===== config.mk =====
export PLATFORM = sky130hd
export DESIGN_NAME = armleocpu_muldiv
export DESIGN_NICKNAME = d
export VERILOG_FILES = /design/src/rtl/armleocpu_muldiv.sv
export SDC_FILE = /design/constraint.sdc
export NUM_CORES = 1
export LEC_CHECK = 0
export BUFFER_PORTS_ARGS = -buffer_cell sky130_fd_sc_hd__buf_2
export CAP_MARGIN = 20
export CORE_MARGIN = 1
export CORE_UTILIZATION = 60
export DETAILED_ROUTE_END_ITERATION = 7
export PLACE_DENSITY_LB_ADDON = 0.12
export SLEW_MARGIN = 20
export SYNTH_ARGS = -nofsm -noshare
export SYNTH_HDL_FRONTEND = slang
export SYNTH_SLANG_ARGS = --single-unit

===== constraint.sdc =====
create_clock -name clk -period 5.55 [get_ports clk]
set_clock_uncertainty 0.05 [all_clocks]
set_input_delay 0 -clock clk [delete_from_list [all_inputs] [get_ports clk]]
set_output_delay 0 -clock clk [all_outputs]
set_load 0.03 [all_outputs]

===== src/rtl/armleocpu_muldiv.sv =====
// armleocpu_muldiv
//   Iterative RV32M multiply/divide unit for the execute stage. A request is
//   accepted in IDLE, iterated in MUL or DIV (one bit per cycle, 32 cycles),
//   and the result is held in DONE until the consumer takes it.
//   Divide by zero and signed overflow skip iteration and go to DONE at once.
//
// Ports
//   clk         clock, rising edge
//   rst         asynchronous reset, active-high
//   req_valid   request present
//   req_ready   unit idle, can accept
//   req_funct3  000 MUL, 001 MULH, 010 MULHSU, 011 MULHU,
//               100 DIV, 101 DIVU, 110 REM, 111 REMU
//   req_rs1     operand A (multiplicand / dividend)
//   req_rs2     operand B (multiplier / divisor)
//   kill        abort any in-flight operation (pipeline flush)
//   res_valid   result available (registered)
//   res_ready   consumer takes result
//   res_result  result (registered, holds last value while idle)
//   busy        high in any state except IDLE
//
// Configuration
//   ARMLEOCPU_MULDIV_FAST_MUL_EN : when defined, all multiplies use a
//   single-cycle signed product at accept and finish one cycle later.
//   When undefined, multiplies use the 32-cycle shift-add datapath and
//   no '*' operator is present.

module armleocpu_muldiv (
  input  logic        clk,
  input  logic        rst,
  input  logic        req_valid,
  output logic        req_ready,
  input  logic [2:0]  req_funct3,
  input  logic [31:0] req_rs1,
  input  logic [31:0] req_rs2,
  input  logic        kill,
  output logic        res_valid,
  input  logic        res_ready,
  output logic [31:0] res_result,
  output logic        busy
);

  typedef enum logic [1:0] {
    IDLE = 2'd0,
    MUL  = 2'd1,
    DIV  = 2'd2,
    DONE = 2'd3
  } state_t;

  state_t state, state_next;

  // Two's complement negate helpers
  function automatic logic [31:0] cond_neg32(input logic neg, input logic [31:0] x);
    return neg ? (~x + 32'd1) : x;
  endfunction

  function automatic logic [63:0] cond_neg64(input logic neg, input logic [63:0] x);
    return neg ? (~x + 64'd1) : x;
  endfunction

  // Request decode (valid only while accepting in IDLE)
  logic        is_div;
  logic        a_signed;
  logic        b_signed;
  logic        a_neg;
  logic        b_neg;
  logic [31:0] a_mag;
  logic [31:0] b_mag;
  logic        res_neg;
  logic        div_zero;
  logic        div_ovf;
  logic        special;
  logic [31:0] special_result;
  logic        accept;

  always_comb begin
    is_div   = req_funct3[2];
    a_signed = (req_funct3 == 3'b001) || (req_funct3 == 3'b010) ||
               (req_funct3 == 3'b100) || (req_funct3 == 3'b110);
    b_signed = (req_funct3 == 3'b001) || (req_funct3 == 3'b100) ||
               (req_funct3 == 3'b110);
    a_neg    = a_signed & req_rs1[31];
    b_neg    = b_signed & req_rs2[31];
    a_mag    = cond_neg32(a_neg, req_rs1);
    b_mag    = cond_neg32(b_neg, req_rs2);
    // Remainder follows the dividend; product and quotient follow sign mismatch
    if (is_div && req_funct3[1]) begin
      res_neg = a_neg;
    end else begin
      res_neg = a_neg ^ b_neg;
    end
    div_zero = is_div && (req_rs2 == 32'd0);
    div_ovf  = is_div && !req_funct3[0] &&
               (req_rs1 == 32'h8000_0000) && (req_rs2 == 32'hFFFF_FFFF);
    special  = div_zero || div_ovf;
    if (div_zero) begin
      special_result = req_funct3[1] ? req_rs1 : 32'hFFFF_FFFF;
    end else begin
      special_result = req_funct3[1] ? 32'd0 : 32'h8000_0000;
    end
  end

`ifdef ARMLEOCPU_MULDIV_FAST_MUL_EN
  // 33x33 signed product: each operand is extended by its own signedness,
  // then the product is kept to the 64 bits that any MUL* variant can need.
  logic signed [63:0] fast_a;
  logic signed [63:0] fast_b;
  logic signed [63:0] fast_prod;
  logic        [31:0] fast_result;

  always_comb begin
    fast_a      = {{32{a_signed & req_rs1[31]}}, req_rs1};
    fast_b      = {{32{b_signed & req_rs2[31]}}, req_rs2};
    fast_prod   = fast_a * fast_b;
    fast_result = (req_funct3[1:0] == 2'b00) ? fast_prod[31:0] : fast_prod[63:32];
  end
`endif

  // Latched operation and datapath state
  logic [2:0]  op_funct3;
  logic        op_neg;
  logic [31:0] mcand;
  logic [63:0] acc;
  logic [31:0] divisor;
  logic [31:0] rem;
  logic [31:0] quo;
  logic [4:0]  counter;

  // Shift-add step: add multiplicand into upper half when the current
  // multiplier bit (acc[0]) is set, then shift the whole accumulator right.
  logic [32:0] mul_sum;
  logic [63:0] acc_next;
  logic [63:0] mul_full;
  logic [31:0] mul_final;

  always_comb begin
    mul_sum   = {1'b0, acc[63:32]} + (acc[0] ? {1'b0, mcand} : 33'd0);
    acc_next  = {mul_sum, acc[31:1]};
    mul_full  = cond_neg64(op_neg, acc_next);
    mul_final = (op_funct3[1:0] == 2'b00) ? mul_full[31:0] : mul_full[63:32];
  end

  // Restoring divide step on a 33-bit trial remainder. Only the low 32 bits
  // of the difference are kept: after a successful subtract it is < divisor.
  logic [32:0] trial;
  logic        trial_ge;
  logic [31:0] trial_diff;
  logic [31:0] rem_next;
  logic [31:0] quo_next;
  logic [31:0] div_final;

  always_comb begin
    trial      = {rem, quo[31]};
    trial_ge   = (trial >= {1'b0, divisor});
    trial_diff = trial[31:0] - divisor;
    rem_next   = trial_ge ? trial_diff : trial[31:0];
    quo_next   = {quo[30:0], trial_ge};
    div_final  = op_funct3[1] ? cond_neg32(op_neg, rem_next)
                              : cond_neg32(op_neg, quo_next);
  end

  // FSM state register
  always_ff @(posedge clk or posedge rst) begin
    if (rst) begin
      state <= IDLE;
    end else begin
      state <= state_next;
    end
  end

  // FSM next state; kill wins over both a new request and a result handshake
  always_comb begin
    state_next = state;
    accept     = 1'b0;
    case (state)
      IDLE: begin
        if (req_valid && !kill) begin
          accept = 1'b1;
          if (special) begin
            state_next = DONE;
          end else if (is_div) begin
            state_next = DIV;
          end else begin
`ifdef ARMLEOCPU_MULDIV_FAST_MUL_EN
            state_next = DONE;
`else
            state_next = MUL;
`endif
          end
        end
      end
      MUL, DIV: begin
        if (kill) begin
          state_next = IDLE;
        end else if (counter == 5'd0) begin
          state_next = DONE;
        end
      end
      DONE: begin
        if (kill || res_ready) begin
          state_next = IDLE;
        end
      end
      default: state_next = IDLE;
    endcase
  end

  assign req_ready = (state == IDLE);
  assign busy      = (state != IDLE);

  // Control and output registers
  always_ff @(posedge clk or posedge rst) begin
    if (rst) begin
      counter    <= 5'd0;
      res_valid  <= 1'b0;
      res_result <= 32'd0;
    end else begin
      res_valid <= (state_next == DONE);

      if (accept) begin
        counter <= 5'd31;
      end else if (kill) begin
        counter <= 5'd0;
      end else if (((state == MUL) || (state == DIV)) && (counter != 5'd0)) begin
        counter <= counter - 5'd1;
      end

      if (accept && special) begin
        res_result <= special_result;
`ifdef ARMLEOCPU_MULDIV_FAST_MUL_EN
      end else if (accept && !is_div) begin
        res_result <= fast_result;
`endif
      end else if ((state == MUL) && !kill && (counter == 5'd0)) begin
        res_result <= mul_final;
      end else if ((state == DIV) && !kill && (counter == 5'd0)) begin
        res_result <= div_final;
      end
    end
  end

  // Datapath registers (no reset: only meaningful after an accept)
  always_ff @(posedge clk) begin
    if (accept) begin
      op_funct3 <= req_funct3;
      op_neg    <= res_neg;
      mcand     <= a_mag;
      acc       <= {32'd0, b_mag};
      divisor   <= b_mag;
      rem       <= 32'd0;
      quo       <= a_mag;
    end else if (state == MUL) begin
      acc <= acc_next;
    end else if (state == DIV) begin
      rem <= rem_next;
      quo <= quo_next;
    end
  end

endmodule


Word-level counts from Yosys, hierarchy flattened
Cells that the tools add are included.
{"block": "word_totals", "wordCells": 109, "register_bits": 235}
{"block": "op_classes", "bitwise": 9, "n_lt_le_gt_ge": 1, "mux": 33, "addsub": 8, "eq_ne": 11, "reduce_logical": 35}
{"op": "32-bit 2-to-1 mux", "n": 19}
{"op": "32-bit by 1-bit adder with 32-bit output (second input constant)", "n": 4}
{"op": "32-bit inverter", "n": 4}
{"op": "64-bit by 1-bit adder with 64-bit output (second input constant)", "n": 1}
{"op": "32-bit equality test (second input constant)", "n": 2}
{"op": "64-bit 2-to-1 mux", "n": 1}
{"op": "64-bit inverter", "n": 1}
{"op": "32-bit by 32-bit adder with 33-bit output", "n": 1}
{"op": "33-bit by 32-bit >= comparator with 1-bit output", "n": 1}
{"op": "32-bit logical NOT", "n": 1}
{"op": "32-bit subtractor", "n": 1}
{"op": "5-bit 2-to-1 mux", "n": 3}
{"op": "1-bit logical AND", "n": 12}
{"op": "2-bit 2-to-1 mux", "n": 6}
{"op": "1-bit logical OR", "n": 8}
{"op": "2-bit equality test (second input constant)", "n": 3}
{"op": "3-bit equality test (second input constant)", "n": 2}
{"op": "2-bit case mux with 3 select lines", "n": 1}
{"op": "2-bit nonzero test", "n": 3}
{"op": "3-bit nonzero test", "n": 2}
{"op": "5-bit logical NOT", "n": 1}
{"op": "5-bit nonzero test", "n": 1}
{"op": "5-bit by 1-bit subtractor with 5-bit output (second input constant)", "n": 1}
{"op": "2-bit logical NOT", "n": 2}
{"op": "other kinds (11)", "n": 16}

Logic depth before layout (Yosys ltp)
{"block": "logic_depth", "word_depth": 9, "depth_mapped": 23, "mapped_depth_nobuf": 19}

Worst setup path before layout
OpenSTA, ideal clock, no wires.
{"block": "synth_path", "path_type": "register -> register", "start": "reg divisor[1]", "end": "reg res_result[30]", "path_buffers": 3, "t_arrival_ns": 4.574, "slack_ns": 0.792, "path_stages_with_launch": 23, "t_required_ns": 5.365, "cell_sequence": "edfxtp_1 -> inv_1 -> ha_1 -> nor2b_1 -> o2111ai_2 -> a2111oi_2 -> o21ai_2 -> a21o_4 -> nand2_2 -> buf_6 -> clkbuf_1 -> clkbuf_1 -> nand2_1 -> o21ai_0 -> ha_1 -> nand3_1 -> nor3_1 -> a41oi_1 -> nor3_1 -> a31oi_1 -> xnor2_1 -> a2111oi_0 -> nor4_1"}
{"block": "synth_via", "elab_chain_len": 9, "elab_cells_between_ends": 13, "classes_between": "add/sub (3); order compare (1); mux (7); bitwise (2)"}
{"element": "start: declaration", "line_no": "124", "text": "logic [31:0] divisor;"}
{"element": "start signal: assignment", "line_no": "249", "text": "divisor <= b_mag;"}
{"element": "32-bit subtractor / 33-bit by 32-bit >= comparator with 1-bit output (equally long branches)", "line_no": "155, 154"}
{"element": "32-bit 2-to-1 mux", "line_no": "156", "text": "rem_next = trial_ge ? trial_diff : trial[31:0];"}
{"element": "32-bit inverter", "line_no": "54", "text": "return neg ? (~x + 32'd1) : x;"}
{"element": "32-bit by 1-bit adder with 32-bit output", "line_no": "54"}
{"element": "32-bit 2-to-1 mux", "line_no": "54"}
{"element": "32-bit 2-to-1 mux (*)", "line_no": "158", "text": "div_final = op_funct3[1] ? cond_neg32(op_neg, rem_next)"}
{"element": "32-bit 2-to-1 mux (*)", "line_no": "236", "text": "end else if ((state == DIV) && !kill && (counter == 5'd0)) begin"}
{"element": "32-bit 2-to-1 mux (*)", "line_no": "234", "text": "end else if ((state == MUL) && !kill && (counter == 5'd0)) begin"}
{"element": "32-bit 2-to-1 mux (*)", "line_no": "228", "text": "if (accept && special) begin"}
{"element": "end signal: assignment", "line_no": "229", "text": "res_result <= special_result;"}
{"element": "end signal: assignment", "line_no": "235", "text": "res_result <= mul_final;"}
{"element": "end signal: assignment", "line_no": "237", "text": "res_result <= div_final;"}
{"element": "end: declaration", "line_no": "39", "text": "output logic [31:0] res_result,"}
Every way passes the cells marked *; elsewhere a longest branch is shown, timed or not. The select of a mux whose other input is x is not followed.
A chain may end at the register's enable or synchronous reset.

Final worst setup path
{"block": "layout_path", "start": "reg rem[14]", "end": "reg res_result[30]"}
{"block": "layout_via", "elab_chain_len": 9, "elab_cells_between_ends": 13, "classes_between": "add/sub (3); order compare (1); mux (7); bitwise (2)"}
{"element": "start: declaration", "line_no": "125", "text": "logic [31:0] rem;"}
{"element": "start signal: assignment", "line_no": "255", "text": "rem <= rem_next;"}
{"element": "32-bit subtractor / 33-bit by 32-bit >= comparator with 1-bit output (equally long branches)", "line_no": "155, 154"}
{"element": "32-bit 2-to-1 mux", "line_no": "156"}
{"element": "32-bit inverter", "line_no": "54"}
{"element": "32-bit by 1-bit adder with 32-bit output", "line_no": "54"}
{"element": "32-bit 2-to-1 mux", "line_no": "54"}
{"element": "32-bit 2-to-1 mux (*)", "line_no": "158"}
{"element": "32-bit 2-to-1 mux (*)", "line_no": "236"}
{"element": "32-bit 2-to-1 mux (*)", "line_no": "234"}
{"element": "32-bit 2-to-1 mux (*)", "line_no": "228"}
Marked as above.

==> flow_results.org <==
** Timing
- Setup repair after global routing left no endpoint under its margin.
- The max-slew violation total from the final report came to 0.
- Slew Limit Headroom :: between 20% and 30%
- Highest attainable clock frequency :: 198 MHz
- After layout, the worst path uses around nine tenths of the clock period.
- Setup violations remaining at the end of the flow were counted as 0.
- Slew at the pin with the worst max-slew slack :: 1.14 ns
- The hold violation total from the final report came to 0.
- Sum of negative setup slack :: 0 ns
- Min Tclk post-route :: just over 5 ns
- On the final layout, the worst hold slack is 0.0601 ns.

** Floorplan
- Die area :: 33,100 µm²
- From bottom edge to top edge, the die measures 182 µm.
- In this run the horizontal extent of the chip is 182 µm.
- FP Rows :: 65
- Placeable core region :: 31,700 µm²
- 107 I/O pins were placed.
- For this configuration, the core starts out at a cell density of 61.3%.

** Detailed routing
- Wires add up to 76,000 µm.
- After detailed routing, the average wire length per cell comes to 25.3 µm.
- For this block, the initial DRC count from the detailed router was 3,204.
- Final routed DRC violation total :: 0
- Total vias in the final route :: 20,870
- Via density per instance :: 6.96
- Residual antenna-violating net count after detailed routing :: 0
- Initial DRT Pass Iterations :: 6

** Worst setup path
- The critical path in this run is classified as reg -> reg.
- Type of origin of the critical path :: register
- The critical path contains buffers and inverters numbering 2 combined.
- Biggest fanout along the worst timing path :: between 40 and 50
- Req. time, crit path :: 5.95 ns
- Cell-by-cell trace of the critical path :: ha_1 -> nand4_1 -> nor3_1 -> nand4b_1 -> nor4b_2 -> o21a_1 -> nand2_2 -> buf_4 -> a21oi_1 -> buf_4 -> nor3b_2 -> a31oi_1 -> xnor2_1 -> a2111oi_0 -> nor4_1
- Startpoint of the worst-slack reg-to-reg timing path :: rem[14]
- Worst setup EP type :: register
- The slowest stage of the critical path is the nor3_1 cell.
- Worst EP arrival :: 5.46 ns
- Cell with the most instances on the worst path :: buf_4
- Broken down by cell family, the worst path's largest delay share belongs to simple AND/OR/NAND/NOR gates.
- Max stage delay on crit path :: 0.64 ns
- The most critical setup path has its startpoint at rem[14].

** Hold path
- In this run the most critical hold path is launched from req_rs2[6].
- The worst hold path belongs to the class in -> reg.

** Power
- IR analysis of the VDD net gives a maximum drop of 355 µV.
- Overall power consumption :: 13.6 mW
- The analysis attributes to net switching a power of 6.89 mW.
- The internal power of the cells totals 6.69 mW.
- Switching power share of the total :: 50.7%
- Sequential cell fraction of total power :: 24.7%
- Power density of the placed cells :: 611 nW/µm²
- Leakage :: 8.92 nW
- In this run, the clock network consumes 15.6% of the power.
- Power share of the combinational group :: between 50% and 60%

** Final layout
- Most common cell after layout, fill and taps aside :: nand2_1
- Area of all sequential standard cells :: 6220 µm²
- Layout cells sized above 1 :: 10.6%
- Leaving out fill and tap cells, the most frequent cells in the layout are nand2_1 (335), nor2_1 (269), a21oi_1 (160).
- Compared with the post-synthesis result, the final layout area differs by 14.3%.
- Fill count :: approximately 2,600
- End-of-flow core utilization :: 70.0%
- At the end of the flow, the number of nets in the layout was 2,721.
- The multi-input combinational cells in the finished layout cover a total of approximately 12,000 µm².

** Placement
- Number of input and output port buffers inserted :: 106
- Detailed placement finished with a half-perimeter wire length of between 50,000 and 60,000 µm.
- Routability congestion estimate :: about 1.0

** Clock tree
- CTS placed an instance of clkbuf_16 at the clock tree root.
- Number of buffers inserted for hold repair after clock tree synthesis :: 84
- CTS-repair resized insts :: 0
- Counting every sink on the clock net gives 235.
- CTS max path bufs :: 3
- Once the clock tree was built, the setup fixing pass inserted 0 buffers.
- TritonCTS Buffers :: 29
- In this run the number of H-tree levels came out at 1.
- Clock Latency Late Sink :: 0.58 ns
- Clock transition at the register clock pins on the worst setup and hold paths after CTS :: 0.06 ns
- TritonCTS built the clock tree.

** Yosys
- Synthesis produced a netlist whose cell count is 2,430.
- For this run, the number of Yosys warnings is 0.
- Syn Std Cell Area :: 19,400 µm²
- The average instance in the mapped netlist occupies 8.00 µm².
- In the synthesized netlist the dominant register cell turns out to be edfxtp_1.
- Synthesis instantiated 107 different standard cells from the library.
- Of the synthesized area, sequential elements account for 32.0%.
- Share of synthesized flip-flops with an asynchronous set or reset :: 17.0%
- Number of flops mapped to enable cells by yosys :: around 130
- Post-synth net total :: 2,579
- After synthesis the netlist holds a flip-flop and latch count of 235.

** Outcome
- The run finished with clean final reports.

** GRT
- Entering global routing, the biggest net connects 79 pins.
- Antenna violations before repair :: 2
- Vias in the first global route :: between 15,000 and 20,000
- Global route total overflow :: 0
- For this run, the total global-route usage over all layers was measured as ~45%.
- The first global-routing pass estimated 114,000 µm of wire.

** Flow run
- Maximum Capacitance Violations :: 0
logic make-up (layout without fill, tap and decap cells):
group | after synthesis | count (layout) | share of synthesized area (%)
other cells | 0 | 1 | 0
mux | 67 | 67 | 3.64
xor+xnor | 181 | 181 | 8.15
simple gates | 999 | 999 | 24.2
fa+ha+maj | 77 | 77 | 5.03
compound gates | 663 | 663 | 22.5
flops | 235 | 235 | 32.0
buf+inv | 208 | 373 | 4.46
synthesized netlist by cell type, drive strengths merged (10+ instances only):
library cell / count / area share [%]
a31oi: 30 / 0.97
inv: 77 / 1.5
and2: 54 / 1.7
and3: 19 / 0.61
a211o: 13 / 0.59
nand3: 52 / 1.3
xor2: 91 / 4.1
or3: 34 / 1.1
nor3: 77 / 2.0
dfrtp: 40 / 5.1
nand4: 34 / 1.1
o21ai: 163 / 4.2
a221oi: 11 / 0.53
a21oi: 163 / 4.3
o211ai: 31 / 1.2
buf: 34 / 1.0
o21a: 17 / 0.66
nor4: 29 / 0.97
or2: 13 / 0.42
a211oi: 71 / 2.8
nand2: 337 / 6.5
o31ai: 37 / 1.5
or4: 17 / 0.68
ha: 75 / 4.8
mux2i: 56 / 2.9
nor2: 271 / 5.2
clkbuf: 96 / 1.9
dfxtp: 64 / 6.6
xnor2: 90 / 4.1
nand2b: 14 / 0.45
nor2b: 13 / 0.42
o41ai: 10 / 0.49
a21o: 22 / 0.89
edfxtp: 131 / 20
power by group through the flow:
stage	logic (mW)	clock network [mW]	registers, mW
2_1_floorplan	5.25	0	3.28
3_3_place_gp	7.58	0	3.32
3_5_place_dp	7.70	0	3.33
4_1_cts	7.81	2.10	3.30
5_1_grt	8.65	2.17	3.39
6_report	8.10	2.12	3.35
registers in the layout, indices dropped and copies added (netlist names), 5 cells and up:
signal	cells
acc	64
mcand	32
quo	32
divisor	32
counter	5
res_result	32
rem	32
routing by layer:
| metal | vias up | global-route usage (%) | wire (µm) |
|---|---|---|---|
| li1 | 9178 | - | - |
| met1 | 9821 | 60.1 | 29300 |
| met2 | 1547 | 67.5 | 32000 |
| met3 | 322 | 12.1 | 10000 |
| met4 | 2 | 22.6 | 4680 |
| met5 | - | 0 | 9 |
worst reg2reg max path: stages (launching register included):
cell	delay, ns
dfxtp_1	0.35
ha_1	0.50
nand4_1	0.19
nor3_1	0.64
nand4b_1	0.17
nor4b_2	0.21
o21a_1	0.16
nand2_2	0.18
buf_4	0.54
a21oi_1	0.26
buf_4	0.22
nor3b_2	0.55
a31oi_1	0.19
xnor2_1	0.16
a2111oi_0	0.48
nor4_1	0.08
per-stage QoR:
stage | setup WS (ns) | area (µm²) | std cells
3_3_place_gp | 0.740 | 20300 | 2859
6_report | 0.488 | 22200 | 2998
5_1_grt | 0.282 | 22200 | 2997
3_5_place_dp | 0.740 | 20300 | 2859
2_1_floorplan | 0.792 | 19400 | 2430
4_1_cts | 0.722 | 22200 | 2997
area by class of cell:
| class | instances | area share (%) |
|---|---|---|
| well taps | 402 | 2.26 |
| clock inverters | 20 | 1.25 |
| clock buffers | 34 | 3.49 |
| inverters | 77 | 1.32 |
| repair buffers | 242 | 7.93 |
| diodes | 1 | 0.0113 |
| flip-flops and latches | 235 | 28.0 |
| multi-input cells | 1987 | 55.8 |
worst paths after layout:
path                                  endpoint  slack [ns]  cells past startpoint
worst min-delay path                divisor[6]        0.06                      2
min in group asynchronous           counter[4]        0.09                      4
max in group asynchronous        res_result[0]        4.88                      4
worst min register to register         acc[58]        0.44                      2
worst max register to register  res_result[30]        0.49                     15
worst max-delay path            res_result[30]        0.49                     15
No activity file was read; power rests on OpenSTA's default activity.
